<file path="config.mk">
export PLATFORM = sky130hd
export DESIGN_NAME = spi_rx_scanner
export DESIGN_NICKNAME = d
export VERILOG_FILES = /design/src/rtl/spi_rx_scanner.sv
export SDC_FILE = /design/constraint.sdc
export NUM_CORES = 1
export LEC_CHECK = 0
export ABC_AREA = 1
export CORE_UTILIZATION = 45
export DETAILED_ROUTE_END_ITERATION = 8
export HOLD_SLACK_MARGIN = 0.1
export PLACE_DENSITY = 0.62
export SYNTH_ARGS = -nofsm -noshare
export SYNTH_HDL_FRONTEND = slang
export SYNTH_SLANG_ARGS = --single-unit
</file>
<file path="constraint.sdc">
create_clock -name clk -period 2.4 [get_ports clk]
set_input_delay 0.24 -clock clk [delete_from_list [all_inputs] [get_ports clk]]
set_output_delay 0.24 -clock clk [all_outputs]
set_load 0.1 [all_outputs]
</file>
<file path="src/rtl/spi_rx_scanner.sv">
// Read-only multi-channel SPI master scanning MAX6675-class sensors, one frame per enabled channel.
// Optional SPI_RX_SCANNER_FAULT_EN adds parameter FAULT_BIT and a per-channel fault output.
module spi_rx_scanner #(
    parameter int unsigned CLK_DIV_HALF = 300,
    parameter int unsigned CS_SETUP     = 300,
    parameter int unsigned CS_HOLD      = 600,
    parameter int unsigned FRAME_BITS   = 16,
    parameter int unsigned NUM_CH       = 4,
`ifdef SPI_RX_SCANNER_FAULT_EN
    parameter int unsigned FAULT_BIT    = 2,
`endif
    localparam int unsigned CH_W = (NUM_CH > 1) ? $clog2(NUM_CH) : 1
) (
    input  logic                  clk,
    input  logic                  rst,
    input  logic                  start,
    input  logic [NUM_CH-1:0]     ch_mask,
    input  logic                  miso,
    output logic                  sclk,
    output logic [NUM_CH-1:0]     cs_n,
    output logic                  idle,
    output logic                  busy,
    output logic                  data_valid,
    output logic [CH_W-1:0]       data_ch,
    output logic [FRAME_BITS-1:0] data,
`ifdef SPI_RX_SCANNER_FAULT_EN
    output logic [NUM_CH-1:0]     fault,
`endif
    output logic                  done
);

    localparam int unsigned CNT_MAX0 = (CLK_DIV_HALF > CS_SETUP) ? CLK_DIV_HALF : CS_SETUP;
    localparam int unsigned CNT_MAX  = (CNT_MAX0 > CS_HOLD) ? CNT_MAX0 : CS_HOLD;
    localparam int unsigned CNT_W    = $clog2(CNT_MAX + 1);
    localparam int unsigned BIT_W    = $clog2(FRAME_BITS + 1);

    typedef enum logic [2:0] {
        S_IDLE, S_SELECT, S_SETUP, S_HIGH, S_LOW, S_CAPTURE, S_HOLD
    } state_t;

    state_t                state_q, state_d;
    logic [CNT_W-1:0]      cnt_q, cnt_d;
    logic [BIT_W-1:0]      bits_q, bits_d;
    logic [CH_W-1:0]       ch_q, ch_d;
    logic [NUM_CH-1:0]     pend_q, pend_d;
    logic [FRAME_BITS-1:0] shift_q, shift_d;
    logic                  sclk_q, sclk_d;
    logic [NUM_CH-1:0]     cs_n_q, cs_n_d;
    logic                  idle_q, idle_d;
    logic                  busy_q, busy_d;
    logic                  dv_q, dv_d;
    logic                  done_q, done_d;
    logic [CH_W-1:0]       data_ch_q, data_ch_d;
    logic [FRAME_BITS-1:0] data_q, data_d;
    logic [CH_W-1:0]       sel;
`ifdef SPI_RX_SCANNER_FAULT_EN
    logic [NUM_CH-1:0]     fault_q, fault_d;
`endif

    always_comb begin
        state_d   = state_q;
        cnt_d     = cnt_q;
        bits_d    = bits_q;
        ch_d      = ch_q;
        pend_d    = pend_q;
        shift_d   = shift_q;
        sclk_d    = sclk_q;
        cs_n_d    = cs_n_q;
        dv_d      = 1'b0;
        done_d    = 1'b0;
        data_ch_d = data_ch_q;
        data_d    = data_q;
`ifdef SPI_RX_SCANNER_FAULT_EN
        fault_d   = fault_q;
`endif
        // Lowest-index pending channel wins
        sel = '0;
        for (int unsigned i = NUM_CH; i > 0; i--) begin
            if (pend_q[i-1]) sel = CH_W'(i - 1);
        end

        case (state_q)
            S_IDLE: begin
                if (start) begin
                    pend_d  = ch_mask;
                    state_d = S_SELECT;
`ifdef SPI_RX_SCANNER_FAULT_EN
                    fault_d = '0;
`endif
                end
            end
            S_SELECT: begin
                if (pend_q == '0) begin
                    state_d = S_IDLE;
                    done_d  = 1'b1;
                end else begin
                    ch_d         = sel;
                    pend_d[sel]  = 1'b0;
                    cs_n_d       = '1;
                    cs_n_d[sel]  = 1'b0;
                    sclk_d       = 1'b0;
                    bits_d       = '0;
                    cnt_d        = CNT_W'(CS_SETUP - 1);
                    state_d      = S_SETUP;
                end
            end
            S_SETUP: begin
                if (cnt_q == '0) begin
                    sclk_d  = 1'b1;
                    cnt_d   = CNT_W'(CLK_DIV_HALF - 1);
                    state_d = S_HIGH;
                end else begin
                    cnt_d = cnt_q - CNT_W'(1);
                end
            end
            S_HIGH: begin
                if (cnt_q == '0) begin
                    sclk_d  = 1'b0;
                    shift_d = {shift_q[FRAME_BITS-2:0], miso};
                    bits_d  = bits_q + BIT_W'(1);
                    cnt_d   = CNT_W'(CLK_DIV_HALF - 1);
                    state_d = S_LOW;
                end else begin
                    cnt_d = cnt_q - CNT_W'(1);
                end
            end
            S_LOW: begin
                if (cnt_q != '0) begin
                    cnt_d = cnt_q - CNT_W'(1);
                end else if (bits_q == BIT_W'(FRAME_BITS)) begin
                    cs_n_d  = '1;
                    state_d = S_CAPTURE;
                end else begin
                    sclk_d  = 1'b1;
                    cnt_d   = CNT_W'(CLK_DIV_HALF - 1);
                    state_d = S_HIGH;
                end
            end
            // cs_n is already high here; this cycle only publishes the word, then hold starts
            S_CAPTURE: begin
                data_d    = shift_q;
                data_ch_d = ch_q;
                dv_d      = 1'b1;
`ifdef SPI_RX_SCANNER_FAULT_EN
                fault_d[ch_q] = shift_q[FAULT_BIT];
`endif
                cnt_d     = CNT_W'(CS_HOLD - 1);
                state_d   = S_HOLD;
            end
            S_HOLD: begin
                if (cnt_q == '0) state_d = S_SELECT;
                else             cnt_d   = cnt_q - CNT_W'(1);
            end
            default: state_d = S_IDLE;
        endcase

        idle_d = (state_d == S_IDLE);
        busy_d = ~idle_d;
    end

    always_ff @(posedge clk or posedge rst) begin
        if (rst) begin
            state_q   <= S_IDLE;
            cnt_q     <= '0;
            bits_q    <= '0;
            ch_q      <= '0;
            pend_q    <= '0;
            shift_q   <= '0;
            sclk_q    <= 1'b0;
            cs_n_q    <= '1;
            idle_q    <= 1'b1;
            busy_q    <= 1'b0;
            dv_q      <= 1'b0;
            done_q    <= 1'b0;
            data_ch_q <= '0;
            data_q    <= '0;
`ifdef SPI_RX_SCANNER_FAULT_EN
            fault_q   <= '0;
`endif
        end else begin
            state_q   <= state_d;
            cnt_q     <= cnt_d;
            bits_q    <= bits_d;
            ch_q      <= ch_d;
            pend_q    <= pend_d;
            shift_q   <= shift_d;
            sclk_q    <= sclk_d;
            cs_n_q    <= cs_n_d;
            idle_q    <= idle_d;
            busy_q    <= busy_d;
            dv_q      <= dv_d;
            done_q    <= done_d;
            data_ch_q <= data_ch_d;
            data_q    <= data_d;
`ifdef SPI_RX_SCANNER_FAULT_EN
            fault_q   <= fault_d;
`endif
        end
    end

    assign sclk       = sclk_q;
    assign cs_n       = cs_n_q;
    assign idle       = idle_q;
    assign busy       = busy_q;
    assign data_valid = dv_q;
    assign done       = done_q;
    assign data_ch    = data_ch_q;
    assign data       = data_q;
`ifdef SPI_RX_SCANNER_FAULT_EN
    assign fault      = fault_q;
`endif

endmodule

</file>
**Word-level counts from Yosys, hierarchy flattened**

Index checks and enable logic that the tools add are counted.

- Register bits after elaboration: 67
- Input bits: 8
- Word-level logic and storage cells: 96

- $add $sub $neg: 2
- $lt $le $gt $ge: 2
- Eq/ne operators: 16
- Mux-type cells: 39
- Bitwise operators: 4
- Reductions and logical operators: 19

Operators by type and width:

| operator | count |
|---|---|
| 2-to-1 mux 10 bit | 5 |
| one-hot mux 10 bit (5 select lines) | 1 |
| one-hot mux 3 bit (7 select lines) | 1 |
| 2-to-1 mux 4 bit | 5 |
| 2-to-1 mux 3 bit | 6 |
| inequality test 2 bit (second input constant) | 8 |
| one-hot mux 4 bit (2 select lines) | 2 |
| logical NOT 10 bit | 1 |
| 2-to-1 mux 2 bit | 5 |
| 2-to-1 mux 5 bit | 2 |
| one-hot mux 5 bit (2 select lines) | 1 |
| nonzero test 10 bit | 1 |
| subtractor 10 x 1 -> 10 bit (second input constant) | 1 |
| equality test 3 bit (second input constant) | 3 |
| 2-to-1 mux 1 bit | 9 |
| AND reduction 4 bit | 2 |
| equality test 3 x 2 -> 1 bit (second input constant) | 2 |
| logical NOT 3 bit | 2 |
| AND reduction 3 bit | 2 |
| AND reduction 6 bit | 1 |
| nonzero test 2 bit | 3 |
| adder 5 x 1 -> 5 bit (second input constant) | 1 |
| equality test 5 bit (second input constant) | 1 |
| nonzero test 5 bit | 1 |
| other kinds (14) | 16 |

**Longest topological paths before layout**

- Depth in word-level cells: 12
- Mapped depth: 11
- Gate-level depth less buffers: 11

**Worst setup path after synthesis**

Ideal clock, no wire load.

- Path kind: reg-to-reg
- Start point: register cnt_q[0]
- End point: register cnt_q[0]
- Setup time: 131 ps
- Arrival: 1485 ps
- Data required time: 2269 ps
- Slack: 785 ps
- Stages on the path, launching flop included: 12
- Cells stage by stage: dfrtp_1 > inv_1 > ha_1 > nand2_1 > nor2_4 > nand2_4 > inv_1 > nand2_1 > nand2_4 > inv_4 > nand2_1 > o21ai_0

- Word-level cells in the longest chain between the ends: 3
- Elaborated cells on any way between the ends: 10
- Those cells by class: 1 x add/sub; 2 x eq/ne; 4 x mux; 3 x reduce/logical

Ends and longest elaborated chain:

| item | RTL line | text |
|---|---|---|
| from (decl) | 42 | `logic [CNT_W-1:0] cnt_q, cnt_d;` |
| from (signal assigned) | 182 | `cnt_q <= cnt_d;` |
| subtractor 10 x 1 -> 10 bit (tied with other cells) | n/a |  |
| 2-to-1 mux 10 bit (tied with other cells) | 151 | `if (cnt_q == '0) state_d = S_SELECT;` |
| one-hot mux 10 bit (5 select lines) / AND reduction 4 bit (equally long branches) | n/a |  |

Parallel ways exist; a longest one is shown, timed or not. The select of a mux whose other input is x is not followed.
A chain may end at the register's enable or synchronous reset.

**Worst setup path after layout**

- Start point: register cnt_q[0]
- End point: register busy_q, in the netlist busy

- Word-level cells in the longest chain between the ends: 5
- Elaborated cells on any way between the ends: 9
- Those cells by class: 5 x mux; 1 x bitwise; 3 x reduce/logical

Ends and longest elaborated chain:

| item | RTL line | text |
|---|---|---|
| logical NOT 10 bit / nonzero test 10 bit (equally long branches) | n/a |  |
| 2-to-1 mux 3 bit (on tied branches) | n/a |  |
| one-hot mux 3 bit (7 select lines) (*) | 82 | `case (state_q)` |
| named net state_d[2] | 41 | `state_t state_q, state_d;` |
| logical NOT 3 bit (*) | 157 | `idle_d = (state_d == S_IDLE);` |
| inverter 1 bit (*) | 158 | `busy_d = ~idle_d;` |
| named net busy_d | 50 | `logic busy_q, busy_d;` |
| to (signal assigned) | 190 | `busy_q <= busy_d;` |
| to (decl) | 50 |  |

Mark *: on every way through the listed nets, which the timed path passes. The rest lies on a longest branch.

==> flow_summary.json <==
{
  "path_buf_inv": 2,
  "setup_tns_ps": 0,
  "syn_area_sq_um": 3250,
  "hold_viol_final": 0,
  "fmax_mhz": 491,
  "worst_pin_slew_ps": 604,
  "netlist.area_leader.share": 0.478,
  "synthCells": 408,
  "yosysUniqueCellTypes": 30,
  "cts.repair.resized": 0,
  "synth_nets": 420,
  "setup_violations": 0,
  "die_y_microns": 86.9,
  "grt_pass1_wl_mm": 11.5,
  "crit_type": "reg2reg",
  "r2r_cells": 10,
  "place.gp.congestion": 0.870,
  "grt_pass1_vias": 2469,
  "leakage_nw": 1.96,
  "critPathMaxStageDelay_ps": 380,
  "arrival_ps": 2320,
  "final_util": 0.557,
  "yosysWarningCount": 0,
  "synth_edf_count": 0,
  "startpoint_type": "flip-flop",
  "finClkSkew_ps": 9.89,
  "vias_per_cell": 4.86,
  "rsz0062_at_grt": "false",
  "required_ps": 2680,
  "synthFlopType": "dfrtp_1",
  "track_usage": 0.199,
  "crit_cells": 10,
  "antenna_found_initial": 0,
  "worst_skew_pair.late_latency_ps": 340,
  "finalWirelength_mm": 6.77,
  "ant_nets": 0,
  "wl_per_cell_microns": 12.4,
  "dieArea_sq_um": 7560,
  "cts_htree_levels": 3,
  "drc": 0,
  "cp-end-kind": "flip-flop",
  "syn_area_per_cell_sq_um": 7.95,
  "grt_max_degree": 68,
  "async_flop_share": 1.00,
  "drive_gt1_frac": 0.155,
  "yosysTopAreaCell": "dfrtp_1",
  "numClockSinks": 67,
  "clock_path_buffers": 2,
  "start_util": 0.472,
  "gr-total-overflow": 0,
  "insertedDiodeCount": 0,
  "vias": 2662,
  "cts_tree": "done",
  "slowest_stage": "dfrtp_1",
  "synth_common_cells": "nand2_1 (136), dfrtp_1 (62), inv_1 (44)",
  "fin_nets": 459,
  "dpl.hpwl_mm": 4.66,
  "cts_setup_buffers": 0,
  "critPathMaxFanout": 34,
  "period_needed_ps": 2040,
  "ys_seq_area_frac": 0.519,
  "drt_iter0_drc": 184,
  "outcome": "finished, final reports clean",
  "fin_crit_sh": 0.849,
  "rows": 30,
  "first_pass_iters": 4,
  "hp-class": "in2async",
  "synthToLayoutAreaGrowth_pct": 17.9,
  "power_density_nw_per_um2": 1020,
  "max-slew-margin-rel": 0.596,
  "max-cap-violations": 0,
  "ctsHoldBuffers": 0,
  "path_delay_family": "simple AND/OR/NAND/NOR gates",
  "irDropWorstVdd_mv": 0.668,
  "synth_most_common_cell": "nand2_1",
  "pin_count": 35,
  "synth-seq-cells": 67,
  "netlist_top_cells_area": "dfrtp_1 (48%), nand2_1 (16%), o21ai_0 (5.6%), inv_1 (5.1%), nand3_1 (4.9%)",
  "die_w_microns": 86.9,
  "cts_root_buf": "clkbuf_8",
  "clk_pin_slew_ps": 80,
  "core_sq_um": 6870,
  "crit_path_cell_trace": "inv_1 > ha_1 > nand2_1 > nor2_4 > nand2_4 > inv_1 > nand2_2 > nand3_1 > nor2_1 > nand2_1",
  "io_buffer_count": 34,
  "numCtsBuffers": 9,
  "slew_viol_final": 0
}
layout make-up:
class | instances | area [sq um]
tap | 96 | 120
clock inverter | 6 | 70.1
inverter | 51 | 194
sequential | 67 | 1680
timing repair buffer | 36 | 300
multi-input combinational | 282 | 1320
clock buffer | 10 | 138
fill | 638 | 3040
where the power goes:
| part | internal (W) | total, W | switching [W] |
|---|---|---|---|
| Combinational | 0.000397 | 0.00137 | 0.000970 |
| Clock | 0.000519 | 0.000989 | 0.000469 |
| Sequential | 0.00137 | 0.00156 | 0.000194 |
cell usage in the layout (no fill, tap or decap), drive strengths merged, types with 2 or more instances in the layout:
cell type and instances:
nand2 141, dfrtp 62, inv 54, o21ai 52, nand3 33, buf 29, nor2 29, clkbuf 10
a21oi 9, clkdlybuf4s50 7, dfstp 5, ha 4, xor2 3, nor3 3, nand4 2, xnor2 2
clkinv 2
registers in the layout, summed over array words and instances, names as in the netlist:
register    flops
bits_q          5
busy            1
ch_q            2
cnt_q          10
cs_n            4
data           16
data_ch         2
data_valid      1
done            1
idle            1
pend_q          4
sclk            1
shift_q        16
state_q         3
path summary, 6_finish.rpt:
path                       startpoint         to  slack [ps]
max                          cnt_q[0]       busy         360
min                               rst    data[2]         280
max reg2reg                  cnt_q[0]       busy         360
min reg2reg                 pend_q[0]    cs_n[0]         460
max in group asynchronous         rst    cs_n[3]        1800
min in group clk           ch_mask[1]  pend_q[1]         450
cells by family (layout without fill, tap and decap cells):
group / count (synthesis) / in the layout / share of synthesized area
fa+ha+maj: 4 / 4 / 0.0154
simple gates: 209 / 209 / 0.278
buf+inv: 59 / 103 / 0.0740
xor+xnor: 5 / 5 / 0.0135
flops: 67 / 67 / 0.519
compound gates: 64 / 64 / 0.101
tightest hold or removal path, stage by stage:
cell	delay, ps
clkdlybuf4s50_1	410
inv_2	70
buf_12	300
metrics by stage:
step	power [W]	instances	area (sq um)	setup WS [ps]	hold slack, ps
after floorplan	0.00265	408	3250	485	385
after global placement	0.00293	532	3620	502	450
after detailed placement	0.00294	532	3620	388	457
after CTS	0.00395	548	3830	360	299
after global routing	0.00420	548	3830	143	324
final	0.00392	548	3830	362	281
layer usage:
| layer | routed length, microns | part of all wire | GRT usage | vias to the layer above |
|---|---|---|---|---|
| li1 | - | - | - | 1378 |
| met1 | 3510 | 0.52 | 0.272 | 1231 |
| met2 | 2920 | 0.43 | 0.304 | 45 |
| met3 | 241 | 0.036 | 0.0588 | 8 |
| met4 | 91 | 0.013 | 0.0636 | 0 |
| met5 | 0 | 0 | 0 | - |
Power figures use the tool's default switching activity.
